File: src/rtl/shift_arb_pkg.sv
// Shared definitions for the shift_arb block: opcode constants for the
// shifter datapath, the result-register state encoding, and widths.
package shift_arb_pkg;

  localparam int DATA_W = 16;
  localparam int AMT_W  = 4;
  localparam int CNT_W  = 8;

  // Shift opcodes
  localparam logic [1:0] ROL = 2'b00;  // rotate left
  localparam logic [1:0] SLL = 2'b01;  // logical left, zero fill
  localparam logic [1:0] ROR = 2'b10;  // rotate right
  localparam logic [1:0] SRL = 2'b11;  // logical right, zero fill

  // Result register occupancy (capacity one entry)
  typedef enum logic {
    EMPTY = 1'b0,
    FULL  = 1'b1
  } rsp_state_e;

endpackage

File: src/rtl/shift_arb_shifter.sv
// Combinational 16-bit shifter.
// Ports:
//   data   - operand
//   amt    - shift amount 0..15 (0 passes the operand unchanged)
//   op     - ROL / SLL / ROR / SRL
//   result - shifted operand
module shift_arb_shifter
  import shift_arb_pkg::*;
(
  input  logic [DATA_W-1:0] data,
  input  logic [AMT_W-1:0]  amt,
  input  logic [1:0]        op,
  output logic [DATA_W-1:0] result
);

  // Complementary shift distance for the rotates; at amt=0 it is 16, which
  // shifts the 16-bit operand out completely and leaves only the pass-through.
  logic [AMT_W:0] inv_amt;

  always_comb begin
    inv_amt = 5'(DATA_W) - {1'b0, amt};
    unique case (op)
      ROL:     result = (data << amt) | (data >> inv_amt);
      SLL:     result = data << amt;
      ROR:     result = (data >> amt) | (data << inv_amt);
      default: result = data >> amt;
    endcase
  end

endmodule

File: src/rtl/shift_arb.sv
// Two-requester arbiter in front of a shared shifter with a one-entry
// result register.
//
// Handshake: a transfer happens on any rising edge where valid and ready
// are both high. reqN_ready never depends on reqN_data/amt/op; rsp_valid,
// rsp_data and rsp_id hold stable while rsp_valid is high and rsp_ready
// is low.
//
// Ports:
//   clk, rst                   - clock, synchronous active-high reset
//   reqN_valid/ready           - requester N handshake (N = 0, 1)
//   reqN_data/amt/op           - requester N operand, shift amount, opcode
//   rsp_valid/ready            - result handshake
//   rsp_data, rsp_id           - shifted result and owning requester
//   grant_cnt0, grant_cnt1     - saturating accepted-operation counters
//   dbg_state                  - result register state (EMPTY/FULL)
//
// Configuration: define SHIFT_ARB_FIXED_PRIO_EN to make requester 0 win
// every tie; otherwise ties alternate round-robin.
module shift_arb
  import shift_arb_pkg::*;
(
  input  logic              clk,
  input  logic              rst,
  input  logic              req0_valid,
  output logic              req0_ready,
  input  logic [DATA_W-1:0] req0_data,
  input  logic [AMT_W-1:0]  req0_amt,
  input  logic [1:0]        req0_op,
  input  logic              req1_valid,
  output logic              req1_ready,
  input  logic [DATA_W-1:0] req1_data,
  input  logic [AMT_W-1:0]  req1_amt,
  input  logic [1:0]        req1_op,
  output logic              rsp_valid,
  input  logic              rsp_ready,
  output logic [DATA_W-1:0] rsp_data,
  output logic              rsp_id,
  output logic [CNT_W-1:0]  grant_cnt0,
  output logic [CNT_W-1:0]  grant_cnt1,
  output rsp_state_e        dbg_state
);

  rsp_state_e        state, state_next;
  logic              gnt1;
  logic              can_accept;
  logic              accept0, accept1, accept;
  logic [DATA_W-1:0] mux_data;
  logic [AMT_W-1:0]  mux_amt;
  logic [1:0]        mux_op;
  logic [DATA_W-1:0] shift_result;

`ifndef SHIFT_ARB_FIXED_PRIO_EN
  logic last_grant;  // requester that won the most recent accept
`endif

  // Grant: requester 1 wins when alone, or on a tie when requester 0 went last.
  always_comb begin
`ifdef SHIFT_ARB_FIXED_PRIO_EN
    gnt1 = req1_valid & ~req0_valid;
`else
    gnt1 = req1_valid & (~req0_valid | ~last_grant);
`endif
  end

  // Same-cycle drain and refill is allowed when the consumer takes the result.
  assign can_accept = (state == EMPTY) | rsp_ready;
  assign req0_ready = ~rst & can_accept & req0_valid & ~gnt1;
  assign req1_ready = ~rst & can_accept & gnt1;
  assign accept0    = req0_valid & req0_ready;
  assign accept1    = req1_valid & req1_ready;
  assign accept     = accept0 | accept1;

  assign mux_data = gnt1 ? req1_data : req0_data;
  assign mux_amt  = gnt1 ? req1_amt  : req0_amt;
  assign mux_op   = gnt1 ? req1_op   : req0_op;

  shift_arb_shifter shifter (
    .data   (mux_data),
    .amt    (mux_amt),
    .op     (mux_op),
    .result (shift_result)
  );

  always_comb begin
    state_next = state;
    if (accept) begin
      state_next = FULL;
    end else if (state == FULL && rsp_ready) begin
      state_next = EMPTY;
    end
  end

  always_ff @(posedge clk) begin
    if (rst) begin
      state <= EMPTY;
    end else begin
      state <= state_next;
    end
  end

  always_ff @(posedge clk) begin
    if (rst) begin
      rsp_data   <= '0;
      rsp_id     <= 1'b0;
      grant_cnt0 <= '0;
      grant_cnt1 <= '0;
    end else if (accept) begin
      rsp_data <= shift_result;
      rsp_id   <= accept1;
      if (accept0 && grant_cnt0 != '1) grant_cnt0 <= grant_cnt0 + 1'b1;
      if (accept1 && grant_cnt1 != '1) grant_cnt1 <= grant_cnt1 + 1'b1;
    end
  end

`ifndef SHIFT_ARB_FIXED_PRIO_EN
  // Reset to 1 so requester 0 wins the first tie.
  always_ff @(posedge clk) begin
    if (rst) begin
      last_grant <= 1'b1;
    end else if (accept) begin
      last_grant <= accept1;
    end
  end
`endif

  assign rsp_valid = (state == FULL);
  assign dbg_state = state;

endmodule

File: config.mk
export PLATFORM = sky130hd
export DESIGN_NAME = shift_arb
export DESIGN_NICKNAME = d
export VERILOG_FILES = /design/src/rtl/shift_arb_pkg.sv /design/src/rtl/shift_arb_shifter.sv /design/src/rtl/shift_arb.sv
export SDC_FILE = /design/constraint.sdc
export NUM_CORES = 1
export LEC_CHECK = 0
export BUFFER_PORTS_ARGS = -buffer_cell sky130_fd_sc_hd__buf_2
export CORE_MARGIN = 4
export CORE_UTILIZATION = 50
export CTS_BUF_LIST = sky130_fd_sc_hd__clkbuf_2
export DETAILED_ROUTE_END_ITERATION = 10
export PLACE_DENSITY_LB_ADDON = 0.12
export SLEW_MARGIN = 20
export SYNTH_ARGS = -nofsm -noshare
export SYNTH_HDL_FRONTEND = slang
export SYNTH_HIERARCHICAL = 1
export SYNTH_SLANG_ARGS = --single-unit
File: constraint.sdc
create_clock -name clk -period 4.8 [get_ports clk]
set_input_delay 0.24 -clock clk [delete_from_list [all_inputs] [get_ports clk]]
set_output_delay 0.24 -clock clk [all_outputs]
set_load 0.05 [all_outputs]
==> flow_metrics.tcl, run 1 <==
set metrics [dict create \
    syn_to_final_growth_pct 8.669 \
    synth_fa_ha_area_frac 0.007517 \
    synth.largest_area_cell "mux4_2" \
    post_cts_resized 0 \
    p_sw_frac 0.4749 \
    p_comb_frac 0.653 \
    dieWidth_um 107.9 \
    ys_seq_area_frac 0.1403 \
    slew_headroom 0.4287 \
    cpMaxStageDelayCell "ha_2" \
    ys_types 83 \
    grt_pass1_wl_mm 26.41 \
    critical-path-top-delay-family "multiplexers" \
    avgSynthCellArea_um2 8.730 \
    timing.rr.end "rsp_data[14]$_SDFFE_PP0P_" \
    vias 5066 \
    wirelength_mm 16.87 \
    hpwl_mm 12.21 \
    yosys.area_share.simple 0.1829 \
    slew_violations 0 \
    final_common_cell "buf_2" \
    root_buffer "clkbuf_2" \
    synth_xor_area_frac 0.005011 \
    synth_flop_cell "dfxtp_1" \
    final_core_util 0.5577 \
    final.setup_skew_ns 0.006109 \
    rows 36 \
    ant_nets 0 \
    start_util 0.5132 \
    rsz0062_at_grt "false" \
    drc 0 \
    startpoint_type "register" \
    synth_top_family_by_area "multiplexers" \
    postSynthCellCount 572 \
    worst_slew_pin_slew_ns 0.8532 \
    cts_hold_buf 0 \
    cp.arrival_ns 4.08 \
    fin_crit_ns 3.811 \
    ys_ff_latch 35 \
    ios 86 \
    cts_setup_buffers 0 \
    synth_top_area_frac 0.1759 \
    syn_area_um2 4994 \
    grt_pass1_vias 4849 \
    synth_compound_area_frac 0.1987 \
    final_cell_mix "85 x buf_2, 65 x nor2_1, 55 x mux2i_1, 42 x mux2_2, 39 x mux4_2" \
    core_area_um2 9729 \
    viasPerCell 6.746 \
    avgRoutedWirePerCell_um 22.46 \
    grtUsageTotal 0.2877 \
    final_nets 669 \
    clk_latency_ns 0.37 \
    tns_ns 0 \
    max_cap_viol_count 0 \
    cts_tree "yes" \
    first_pass_iters 7 \
    overflow 0 \
    synth_nets 624 \
    synth-edff-count 0 \
    p_int_mw 0.6965 \
    power_frac_clock 0.104 \
    power_frac_seq 0.243 \
    p_per_area_nw_per_um2 244.4 \
    hold_end "dbg_state$_SDFFE_PP0P_" \
    finalSetupViolations 0 \
    dieArea_um2 11650 \
    drt_iter0_drc 586 \
    hold_viol 0 \
    port_buffers 85 \
    fin_crit_sh 0.7940 \
    num_antenna_cells 0 \
    htreeDepth 2 \
    clkTransAtPathRegs_ns 0.18 \
    grt_start_max_net_pins 58 \
    synth.area.mux_share 0.3929 \
    hp-start "req1_valid" \
    die_h_um 107.9 \
    max_freq_mhz 262.4 \
    async_flop_share 0 \
    hold_class "in2reg" \
    r2r_start "last_grant$_SDFFE_PP1P_" \
    antenna_found_initial 0 \
    gp_congestion 1.026 \
    holdPathStages 3 \
    reg2reg_slack_ns 0.99 \
    layout-drive-gt1-share 0.3495 \
    crit_buf_inv 3 \
    cts_buffer_depth 2 \
    worstSetupPathType "reg2reg" \
    required_ns 5.07 \
    path_max_fanout 33 \
    max_stage_delay_ns 0.70 \
    reg2reg_depth 12 \
    cp-end-kind "register" \
    yosysWarnings 6 \
    switchingPower_mw 0.6298 \
    p_leak_nw 2.133 \
    cts_num_sinks 35 \
    cp_cell_sequence "a21boi_2 -> mux2_2 -> inv_2 -> ha_2 -> buf_4 -> mux4_2 -> inv_1 -> o32ai_1 -> a22oi_1 -> o211ai_1 -> mux2i_1 -> nor2_1" \
    yosys-top-cells-area "mux4_2 18%, dfxtp_1 14%, mux2i_1 11%" \
    vdd_drop_max_mv 0.1251 \
    outcome "finished clean" \
    cts_made_buffers 5 \
]
per-layer routing:
| layer | vias to the layer above | global-route usage | wire length (µm) |
|---|---|---|---|
| met4 | 0 | 0.1226 | 536 |
| met2 | 280 | 0.4800 | 7923 |
| met3 | 39 | 0.03164 | 1510 |
| li1 | 2304 | - | - |
| met5 | - | 0 | 0 |
| met1 | 2443 | 0.3783 | 6898 |
synthesized netlist by cell type, types with 11 or more instances:
master	instances
o21ai_0	14
inv_1	13
buf_2	20
clkbuf_1	29
nor2_1	65
a21oi_1	18
mux4_2	39
mux2i_1	55
dfxtp_1	35
nand3_1	16
o211ai_1	11
mux2_2	42
nor3_1	12
nand2_1	36
power groups by stage:
stage | clock [mW] | sequential (mW) | combinational (mW)
final | 0.137 | 0.323 | 0.866
after detailed placement | 0 | 0.329 | 0.847
after global placement | 0 | 0.328 | 0.846
after CTS | 0.144 | 0.323 | 0.850
after floorplan | 0 | 0.384 | 0.600
after global routing | 0.155 | 0.325 | 0.922
final cells by class:
type / count / area [µm²]
Clock buffer: 7 / 35.03
Clock inverter: 1 / 5.005
Fill cell: 954 / 4303
Inverter: 17 / 63.81
Multi-Input combinational cell: 461 / 3940
Sequential cell: 35 / 700.7
Tap cell: 133 / 166.4
Timing Repair Buffer: 97 / 515.5
how the worst max path moves through the flow:
stage / from / end / slack [ns] / cells past startpoint
final: last_grant$_SDFFE_PP1P_ / rsp_data[14]$_SDFFE_PP0P_ / 0.99 / 12
after global routing: last_grant$_SDFFE_PP1P_ / rsp_data[1]$_SDFFE_PP0P_ / 0.75 / 12
after CTS: last_grant$_SDFFE_PP1P_ / rsp_data[3]$_SDFFE_PP0P_ / 1.02 / 11
after detailed placement: req0_valid / rsp_data[3]$_SDFFE_PP0P_ / 1.01 / 12
after global placement: req0_valid / rsp_data[3]$_SDFFE_PP0P_ / 1.00 / 12
after floorplan: last_grant$_SDFFE_PP1P_ / rsp_data[3]$_SDFFE_PP0P_ / 0.67 / 15
state kept, by name, summed over array words and instances (netlist names):
register    cells
grant_cnt0      8
rsp_data       16
dbg_state       1
last_grant      1
rsp_id          1
grant_cnt1      8
cell families after synthesis:
kind of cell / after synthesis
xor+xnor: 2
mux: 140
compound gates: 135
buf+inv: 76
fa+ha+maj: 3
flops: 35
simple gates: 181
worst min-delay path: cells and delay by family:
family                 cells  cell delay, ns
and+or+nand+nor            1            0.05
buffers and inverters      1            0.09
AOI/OAI and AO/OA          1            0.12
metrics by stage:
| step | hold WS, ns | instances | total power, mW | setup slack [ns] | cell area, µm² |
|---|---|---|---|---|---|
| finish | 0.1565 | 751 | 1.326 | 0.9890 | 5426 |
| global route | 0.1475 | 751 | 1.403 | 0.7493 | 5426 |
| CTS | 0.1337 | 751 | 1.316 | 1.018 | 5426 |
| detailed placement | 0.4802 | 743 | 1.176 | 1.007 | 5386 |
| global placement | 0.4705 | 743 | 1.174 | 1.003 | 5386 |
| floorplan | 0.4271 | 572 | 0.9841 | 0.6703 | 4994 |
Power figures use the tool's default switching activity.
==> run 2, diff against run 1 <==
==> constraint.sdc (replaced) <==
create_clock -name clk -period 4 [get_ports clk]
set_input_delay 0.2 -clock clk [delete_from_list [all_inputs] [get_ports clk]]
set_output_delay 0.2 -clock clk [all_outputs]
set_load 0.05 [all_outputs]
==> run 2 against run 1 <==
Net effect:
- clock-buffer cell count decreased by 2
- fmax rose by 10%
- utilization up 0.91 points
- hold slack got worse by 0.058 ns
- die area unchanged
- sequential power up 20%
- highest routed layer unchanged
- total power is 27% higher
- non-clock buffer count increased by 7
- via count grew 1.6%
==> flow_metrics.tcl, run 2 (same netlist as run 1, synthesis figures left out) <==
set metrics [dict create \
    p_total_mw 1.687 \
    cp.arrival_ns 3.75 \
    final.setup_skew_ns 0.006472 \
    gp_congestion 1.032 \
    p_leak_nw 2.179 \
    grt_pass1_wl_mm 26.61 \
    fillers 933 \
    cp-end-kind "register" \
    clk_latency_ns 0.40 \
    first_pass_iters 7 \
    fin_crit_sh 0.8653 \
    max_freq_mhz 288.9 \
    max_flop_register "rsp_data" \
    vias 5145 \
    power_frac_seq 0.229 \
    antenna_found_initial 0 \
    fin_crit_ns 3.461 \
    startpoint_type "register" \
    max_cap_viol_count 0 \
    core_area_um2 9729 \
    root_buffer "clkbuf_2" \
    vdd_drop_max_mv 0.1415 \
    hold_ws_ns 0.09815 \
    cts_made_buffers 5 \
    viasPerCell 6.788 \
    die_h_um 107.9 \
    worstSetupPathType "reg2reg" \
    switchingPower_mw 0.7833 \
    p_sw_frac 0.4644 \
    rows 36 \
    ios 86 \
    htreeDepth 2 \
    overflow 0 \
    p_comb_frac 0.636 \
    cts_num_sinks 35 \
    p_per_area_nw_per_um2 305.8 \
    wirelength_mm 17.00 \
    hold_class "in2reg" \
    rsz0062_at_grt "false" \
    dieWidth_um 107.9 \
    outcome "finished clean" \
    cts_hold_buf 0 \
    seqCellArea_um2 700.7 \
    port_buffers 85 \
    finalSetupViolations 0 \
    cts_tree "yes" \
    tns_ns 0 \
    clkTransAtPathRegs_ns 0.18 \
    drc 0 \
    grt_start_max_net_pins 37 \
    power_frac_clock 0.134 \
    dp_cells 750 \
    dieArea_um2 11650 \
    largest_reg_flops 16 \
    drt_iter0_drc 728 \
    reg_top3 "rsp_data x16, grant_cnt0 x8, grant_cnt1 x8" \
    cts_setup_buffers 0 \
    hpwl_mm 12.59 \
    hold_viol 0 \
    slew_headroom 0.5983 \
    multi_input_area_um2 3940 \
    grt_pass1_vias 4782 \
    post_cts_resized 0 \
    avgRoutedWirePerCell_um 22.43 \
    start_util 0.5132 \
    num_antenna_cells 0 \
    required_ns 4.29 \
    p_int_mw 0.9035 \
    syn_to_final_growth_pct 10.45 \
    worst_slew_pin_slew_ns 0.5858 \
    stdcell_count 758 \
    grtUsageTotal 0.2920 \
    ant_nets 0 \
    final_nets 676 \
    final_common_cell "buf_2" \
    layout-drive-gt1-share 0.3552 \
    cts_buffer_depth 2 \
    path_max_fanout 21 \
    final_cell_mix "85 x buf_2, 65 x nor2_1, 55 x mux2i_1, 42 x mux2_2, 39 x mux4_2" \
    slew_violations 0 \
]
## run 2: cell types whose count changed in the layout (fill, tap and decap cells not counted)
cell / delta
buf_4: +6
buf_12: +1
bufinv_16: +1
clkbuf_2: -2
clkinv_1: +1
## run 2: layer usage
metal / wire length [µm] / track usage / up-vias
li1: - / - / 2320
met1: 6781 / 0.3744 / 2465
met2: 8121 / 0.4947 / 308
met4: 741 / 0.1163 / 0
met5: 0 / 0 / -
met3: 1358 / 0.04299 / 52
## run 2: path summary, 6_finish.rpt
path / start / cells past startpoint / slack, ns / to
setup / recovery: last_grant$_SDFFE_PP1P_ / 10 / 0.54 / rsp_data[3]$_SDFFE_PP0P_
hold / removal: req1_valid / 3 / 0.1 / dbg_state$_SDFFE_PP0P_
setup reg to reg: last_grant$_SDFFE_PP1P_ / 10 / 0.54 / rsp_data[3]$_SDFFE_PP0P_
hold reg to reg: rsp_data[13]$_SDFFE_PP0P_ / 2 / 0.51 / rsp_data[13]$_SDFFE_PP0P_
## run 2: layout make-up
class	instances	area share
clock buffer	5	0.004537
clock inverter	3	0.007033
inverter	17	0.01157
multi-input combinational	461	0.7144
sequential	35	0.1270
tap	133	0.03017
timing repair buffer	104	0.1053
## run 2: per-stage QoR
stage / instance area (µm²) / util / setup slack (ns)
global placement: 5451 / 0.5603 / 0.6715
detailed placement: 5451 / 0.5603 / 0.6154
CTS: 5515 / 0.5669 / 0.5919
global route: 5515 / 0.5669 / 0.3066
finish: 5515 / 0.5669 / 0.5390
floorplan: 4996 / - / 0.1205
## run 2: power groups by stage
stage	clock network, mW	registers (mW)	logic [mW]
3_5_place_dp	0	0.394	1.05
2_1_floorplan	0	0.461	0.720
4_1_cts	0.237	0.387	1.05
5_1_grt	0.245	0.390	1.14
6_report	0.227	0.387	1.07
3_3_place_gp	0	0.393	1.04
## run 2: worst max-delay path, cell delays in order, from the launching register on
cell and delay, ns:
dfxtp_1 0.38, a21boi_2 0.31, buf_4 0.34, mux2_2 0.48, buf_4 0.25, inv_1 0.38
o21ai_1 0.31, a21boi_0 0.20, or4_1 0.48, mux2i_1 0.15, nor2_1 0.05
